### config.mk
export PLATFORM = sky130hd
export DESIGN_NAME = rf_nr_1w_sc
export DESIGN_NICKNAME = d
export VERILOG_FILES = /design/src/rtl/rf_nr_1w_sc_pkg.sv /design/src/rtl/rf_nr_1w_sc_clear_seq.sv /design/src/rtl/rf_nr_1w_sc.sv
export SDC_FILE = /design/constraint.sdc
export NUM_CORES = 1
export LEC_CHECK = 0
export ABC_AREA = 0
export CORE_MARGIN = 2
export CORE_UTILIZATION = 55
export CTS_CLUSTER_SIZE = 16
export DETAILED_ROUTE_END_ITERATION = 16
export PLACE_DENSITY_LB_ADDON = 0.2
export SLEW_MARGIN = 15
export SYNTH_ARGS = -nofsm -noshare
export SYNTH_HDL_FRONTEND = slang
export SYNTH_HIERARCHICAL = 1
export SYNTH_SLANG_ARGS = --single-unit
### constraint.sdc
create_clock -name rf_clock -period 6.8 [get_ports rf_clock]
set_clock_uncertainty 0.1 [all_clocks]
set_input_delay 0.68 -clock rf_clock [delete_from_list [all_inputs] [get_ports rf_clock]]
set_output_delay 0.68 -clock rf_clock [all_outputs]
set_load 0.02 [all_outputs]
### src/rtl/rf_nr_1w_sc_pkg.sv
// Shared constants for the multi-read, single-write register file with clear sweep.
package rf_nr_1w_sc_pkg;

    localparam int RF_WIDTH_DEF  = 32;
    localparam int RF_ADDR_W_DEF = 5;
    localparam int RF_NUM_RD_DEF = 2;
    localparam int RF_BYPASS_DEF = 1;

    localparam logic RF_STATE_IDLE  = 1'b0;
    localparam logic RF_STATE_CLEAR = 1'b1;

    typedef enum logic {
        ST_IDLE  = RF_STATE_IDLE,
        ST_CLEAR = RF_STATE_CLEAR
    } rf_state_e;

endpackage

### src/rtl/rf_nr_1w_sc_clear_seq.sv
// Clear sequencer: owns the IDLE/CLEAR state and sweep index, and muxes the
// single array write port between the user write and the zeroing sweep.
module rf_clear_seq
    import rf_nr_1w_sc_pkg::*;
#(
    parameter int WIDTH  = RF_WIDTH_DEF,
    parameter int ADDR_W = RF_ADDR_W_DEF
) (
    input  logic              clk_i,
    input  logic              rst_i,
    input  logic              clear_req_i,
    input  logic              wr_en_i,
    input  logic [ADDR_W-1:0] wr_addr_i,
    input  logic [WIDTH-1:0]  wr_data_i,
    output logic              busy_o,
    output logic              we_o,
    output logic [ADDR_W-1:0] waddr_o,
    output logic [WIDTH-1:0]  wdata_o
);

    localparam logic [ADDR_W-1:0] IDX_LAST = '1;
    localparam logic [ADDR_W-1:0] IDX_ONE  = {{(ADDR_W-1){1'b0}}, 1'b1};

    rf_state_e         state_q;
    logic [ADDR_W-1:0] clr_idx_q;
    logic              busy_q;

    always_ff @(posedge clk_i) begin
        if (rst_i) begin
            state_q   <= ST_CLEAR;
            clr_idx_q <= '0;
            busy_q    <= 1'b1;
        end else begin
            case (state_q)
                ST_IDLE: begin
                    if (clear_req_i) begin
                        state_q   <= ST_CLEAR;
                        clr_idx_q <= '0;
                        busy_q    <= 1'b1;
                    end
                end
                ST_CLEAR: begin
                    // clear_req is deliberately not looked at here: no restart mid-sweep
                    clr_idx_q <= clr_idx_q + IDX_ONE;
                    if (clr_idx_q == IDX_LAST) begin
                        state_q <= ST_IDLE;
                        busy_q  <= 1'b0;
                    end
                end
            endcase
        end
    end

    assign busy_o = busy_q;

    // The sweep owns the write port while clearing; user writes are dropped then.
    always_comb begin
        we_o    = 1'b0;
        waddr_o = wr_addr_i;
        wdata_o = wr_data_i;
        if (!rst_i) begin
            if (state_q == ST_CLEAR) begin
                we_o    = 1'b1;
                waddr_o = clr_idx_q;
                wdata_o = '0;
            end else begin
                we_o = wr_en_i;
            end
        end
    end

endmodule

### src/rtl/rf_nr_1w_sc.sv
// Register file: NUM_RD registered read ports, one write port, optional
// write-to-read bypass and a full-array clear sweep.
module rf_nr_1w_sc
    import rf_nr_1w_sc_pkg::*;
#(
    parameter int WIDTH  = RF_WIDTH_DEF,
    parameter int ADDR_W = RF_ADDR_W_DEF,
    parameter int NUM_RD = RF_NUM_RD_DEF,
    parameter int BYPASS = RF_BYPASS_DEF
) (
    input  logic                     rf_clock,
    input  logic                     rf_reset,
    input  logic [NUM_RD*ADDR_W-1:0] rf_rd_addr,
    output logic [NUM_RD*WIDTH-1:0]  rf_rd_data,
    input  logic                     rf_wr_enable,
    input  logic [ADDR_W-1:0]        rf_wr_addr,
    input  logic [WIDTH-1:0]         rf_wr_data,
    input  logic                     rf_clear_req,
    output logic                     rf_busy
);

    localparam int DEPTH = 1 << ADDR_W;

    logic [WIDTH-1:0]  mem_q [DEPTH];
    logic              we;
    logic [ADDR_W-1:0] waddr;
    logic [WIDTH-1:0]  wdata;

    rf_clear_seq #(
        .WIDTH  (WIDTH),
        .ADDR_W (ADDR_W)
    ) u_clear_seq (
        .clk_i       (rf_clock),
        .rst_i       (rf_reset),
        .clear_req_i (rf_clear_req),
        .wr_en_i     (rf_wr_enable),
        .wr_addr_i   (rf_wr_addr),
        .wr_data_i   (rf_wr_data),
        .busy_o      (rf_busy),
        .we_o        (we),
        .waddr_o     (waddr),
        .wdata_o     (wdata)
    );

    always_ff @(posedge rf_clock) begin
        if (we) begin
            mem_q[waddr] <= wdata;
        end
    end

    for (genvar p = 0; p < NUM_RD; p++) begin : g_rd
        logic [ADDR_W-1:0] ra;
        logic [WIDTH-1:0]  rd_d;
        logic [WIDTH-1:0]  rd_q;

        assign ra = rf_rd_addr[p*ADDR_W +: ADDR_W];

        // rf_busy is the registered CLEAR state, so it masks reads for the whole sweep
        always_comb begin
            rd_d = mem_q[ra];
            if (BYPASS != 0 && we && waddr == ra) begin
                rd_d = wdata;
            end
            if (rf_busy) begin
                rd_d = '0;
            end
        end

        always_ff @(posedge rf_clock) begin
            if (rf_reset) begin
                rd_q <= '0;
            end else begin
                rd_q <= rd_d;
            end
        end

        assign rf_rd_data[p*WIDTH +: WIDTH] = rd_q;
    end

endmodule
After elaboration in Yosys (flattened, before gate mapping). Memories as Yosys holds them, arrays and structs flattened. A register that Yosys moved wholly into a read port is not among the register bits. Cells that the tools add are included. Widths: inputs -> output; s select.

Output and inout port bits: 65. ROM bits: 0. Register bits after elaboration: 7. Logic and storage cells: 27. Memories: 1. Bits in writable memories: 1024. Bits in latches: 0. Bits of input ports: 51.

Memories: mem_q (words 32, width 32, read ports 2, clocked after Yosys merged registers in 2, write ports 1, RTL line rf_nr_1w_sc.sv:24) `logic [WIDTH-1:0] mem_q [DEPTH];`.

Bitwise gates (word level): 1. $lt $le $gt $ge: 0. Div/mod/pow operators: 0. Shift operators: 0. Reduce and logical (&&, ||, !) cells: 2. $add $sub $neg: 1. Eq/ne operators: 3. Muxes and demuxes: 16. Multiply operators: 0.

Operator list (number): $mux 32 (2); $mux 5 (3); $pmux 5 s2 (1); $mux 1 (8); $add 5x1->5 const B (1); $eq 5x5->1 const B (1); $ne 2x2->1 const B (2); $pmux 1 s2 (2); $reduce_and 2->1 (1); $reduce_or 2->1 (1); $not 1->1 (1).

Longest topological paths before layout.
Depth in word-level cells: 4. Gate-level depth with buffers: 11. Gate-level depth less buffers: 7.

Cells and area by module. The synthesis kept the hierarchy.

By module, submodules not included: rf_nr_1w_sc (seq. area each 32030.7 µm², cells an instance 3426, instances 1, area each 50582.3 µm²); rf_clear_seq (seq. area each 140.1 µm², cells an instance 81, instances 1, area each 679.4 µm²).

Least setup slack after synthesis. No wires, ideal clock.

Kind: input -> register. From: input rf_reset. To: memory mem_q[28][0] in the netlist's numbering, enable pin. Buffers on the path: 4. Library setup time: 0.421 ns. Required time: 6.279 ns. Arrival: 3.529 ns. Stages: 8. Setup slack: 2.750 ns. Cell sequence: buf_6 nand2b_4 buf_6 mux2_4 clkbuf_1 or3b_2 clkbuf_1 nor2_1.

Elaborated cells on any way between the ends: 4. Classes of those cells: 4 x mux.

RTL lines: start, declared (RTL line rf_nr_1w_sc.sv:12) `input logic rf_reset,`; $mux 5 (RTL line rf_nr_1w_sc_clear_seq.sv:61) `if (!rst_i) begin`; via waddr[0] (RTL line rf_nr_1w_sc.sv:26) `logic [ADDR_W-1:0] waddr;`; end, declared (RTL line rf_nr_1w_sc.sv:24).

The timed path passes the listed nets, and every way through them passes these cells.

Worst setup path in the final report.
From: register u_clear_seq.state_q. To: memory mem_q[29][2] in the netlist's numbering, enable pin.

Cells in the longest elaborated chain, start to end: 4. Elaborated cells on any way between the ends: 6. Classes of those cells: 6 x mux.

Ends and longest elaborated chain: start, declared (RTL line rf_nr_1w_sc_clear_seq.sv:24) `rf_state_e state_q;`; start signal, assigned (RTL line rf_nr_1w_sc_clear_seq.sv:30) `state_q <= ST_CLEAR;`; start signal, assigned (RTL line rf_nr_1w_sc_clear_seq.sv:37) `state_q <= ST_CLEAR;`; start signal, assigned (RTL line rf_nr_1w_sc_clear_seq.sv:46) `state_q <= ST_IDLE;`; $mux 1 (RTL line rf_nr_1w_sc_clear_seq.sv:62) `if (state_q == ST_CLEAR) begin`; $mux 1 (RTL line rf_nr_1w_sc_clear_seq.sv:61); via we (RTL line rf_nr_1w_sc.sv:25) `logic we;`; $mux 1 (RTL line rf_nr_1w_sc.sv:46) `if (we) begin`; $mux 1 (implied by the code) (RTL line rf_nr_1w_sc.sv:47) `mem_q[waddr] <= wdata;`.

The timed path passes the listed nets, and every way through them passes these cells.

==> impl_metrics.env <==
export IMPL_worst_path_max_fanout=21
export IMPL_postSynthCellCount=3507
export IMPL_hold_class="reg2reg"
export IMPL_via_per_inst=6.89
export IMPL_total_power_mw=14.6
export IMPL_cts_max_level=3
export IMPL_fin_tns_setup_ps=0
export IMPL_gp_congestion=0.933
export IMPL_synth_avg_cell_area_um2=14.6
export IMPL_fin_nets=3599
export IMPL_p_leak_nw=20.9
export IMPL_cp_data_required_time_ps=7050
export IMPL_min_from="u_clear_seq/busy_o"
export IMPL_end_kind="register"
export IMPL_drive_above_1_share_pct=8.98
export IMPL_num_vias=33700
export IMPL_tightest_slew_ps=1230
export IMPL_regToRegStartpoint="u_clear_seq/state_q"
export IMPL_initial_core_util_pct=55.7
export IMPL_ys_async_sr_fraction_pct=0
export IMPL_critPathLaunchType="register"
export IMPL_rsz0062_at_grt="false"
export IMPL_grt_pass1_vias=33700
export IMPL_maxCapViolations=0
export IMPL_clk_pin_slew_ps=60
export IMPL_grt_pass1_wl_mm=231
export IMPL_slew_headroom_pct=18.2
export IMPL_die_area_mm2=0.0957
export IMPL_final_common_cell="mux2i_1"
export IMPL_placeableCoreArea_mm2=0.0921
export IMPL_drc=0
export IMPL_clock_root_buffer="clkbuf_16"
export IMPL_syn_nets=3561
export IMPL_grt_use_total_pct=33.3
export IMPL_cp_startpoint="u_clear_seq/state_q"
export IMPL_cts_setup_buffers=0
export IMPL_clockBufferDepth=3
export IMPL_row_count=111
export IMPL_peakVddDrop_uv=221
export IMPL_hold_violations=0
export IMPL_ys_warn_count=6
export IMPL_gr_total_overflow=0
export IMPL_ys_ff_latch=1095
export IMPL_insertion_delay_ps=700
export IMPL_grt_max_degree=117
export IMPL_max_freq_mhz=242
export IMPL_netlist_area_leader_share_pct=60.0
export IMPL_rrSetupSlack_ps=2660
export IMPL_synth_area_leader_cell="edfxtp_1"
export IMPL_ctsResizeCount=0
export IMPL_drv_slew=0
export IMPL_synth_seq_area_share_pct=62.8
export IMPL_powerDensity_mw_per_mm2=255
export IMPL_die_y_um=309
export IMPL_syn_area_mm2=0.0513
export IMPL_crit_arrival_ps=4380
export IMPL_die_w_um=309
export IMPL_synth_edf_count=1024
export IMPL_synthFlopType="edfxtp_1"
export IMPL_syn_to_final_growth_pct=12.1
export IMPL_mostFrequentLayoutCells="1025 x mux2i_1, 1024 x edfxtp_1, 512 x a22oi_1, 325 x a21oi_1, 113 x clkdlybuf4s50_1"
export IMPL_postCtsHoldBufs=0
export IMPL_cts_buffers=111
export IMPL_rr_worst_depth=5
export IMPL_synth_cell_types=36
export IMPL_io_pins=116
export IMPL_detail_route_wirelength_mm=160
export IMPL_critical_path_class="reg2reg"
export IMPL_crit_end="mem_q[29][2]"
export IMPL_drtAntennaViolNets=0
export IMPL_antenna_found_initial=2
export IMPL_final_setup_viol_count=0
export IMPL_firstDrtPassIters=6
export IMPL_dp_hpwl_mm=97.6
export IMPL_wire_per_inst_um=32.8
export IMPL_drt_iter0_drc=4049
export IMPL_cts_tree="yes"
export IMPL_min_period_ps=4140
export IMPL_post_route_period_util_pct=60.8
export IMPL_netlist_top_cells_area="edfxtp_1 60%, mux2i_1 20%, a22oi_1 7.5%"
export IMPL_cts_sinks=1095
export IMPL_outcome="completed"
export IMPL_hold_depth=2
export IMPL_r2r_end="mem_q[29][2]"
export IMPL_io_buffers=115
[worst max-delay path: stages (launching register included)]
cell and delay, ps:
dfxtp_1 670, nor2_1 110, nor2_1 670, nand3b_1 880, nor2_4 840, buf_4 480
[cells by family after synthesis]
group           after synthesis  synth area share (%)
simple gates                181                  2.16
flops                      1095                  62.8
buf+inv                     283                  3.33
xor+xnor                     10                 0.171
mux                        1030                  20.2
compound gates              905                  11.3
fa+ha+maj                     3                0.0732
[synthesized netlist by cell type (all sizes together) (2+ instances only)]
cell type / count
or3b: 2
xnor2: 2
ha: 3
edfxtp: 1024
nand3b: 6
nor2: 43
nand3: 5
buf: 134
nand2b: 6
mux2: 5
and2: 34
nor2b: 6
nor3b: 2
or2: 3
xor2: 8
nor4: 2
nand2: 5
clkbuf: 149
mux2i: 1025
or4: 64
a22oi: 512
o21ai: 67
dfxtp: 71
a21oi: 325
[area by class of cell]
cell class,count,area (um^2)
repair buffers,208,2490
flip-flops and latches,1095,32200
diodes,1,2.50
well taps,1243,1560
fillers,6736,34600
multi-input cells,2129,17700
clock inverters,47,359
clock buffers,163,3160
[flip-flops by register name, summed over array words and instances (netlist names)]
name	count
g_rd.rd_q	64
mem_q	1024
u_clear_seq/busy_o	1
u_clear_seq/clr_idx_q	5
u_clear_seq/state_q	1
[power breakdown]
part,leakage [nW],switching (mW),internal [mW]
registers,9.94,0.0280,7.43
clock network,1.73,2.58,3.34
logic,9.18,0.840,0.413
[metrics by stage]
step	instances	cell area [um^2]	utilization (%)	setup slack, ps	hold WS (ps)
after floorplan	3507	51300	-	2750	388
after CTS	4878	57300	62.2	2620	505
final	4886	57500	62.4	2660	505
after global routing	4885	57500	62.4	2600	523
after detailed placement	4668	53800	58.4	1900	491
after global placement	4654	53400	58.0	2020	468
[worst min-delay path by stage]
stage	end	slack (ps)
6_report	u_clear_seq/busy_o	500
4_1_cts	u_clear_seq/busy_o	500
2_1_floorplan	u_clear_seq/clr_idx_q[2]	390
5_1_grt	u_clear_seq/busy_o	520
3_3_place_gp	u_clear_seq/busy_o	470
3_5_place_dp	u_clear_seq/busy_o	490
[layer usage]
metal / share of wire [%] / vias to the layer above / global-route usage (%)
met5: 0 / - / 0
met2: 47 / 2055 / 52.7
met4: 8.2 / 0 / 23.7
li1: - / 14200 / -
met1: 37 / 16900 / 42.6
met3: 8.3 / 524 / 4.42
(Power assumes the default switching activity.)
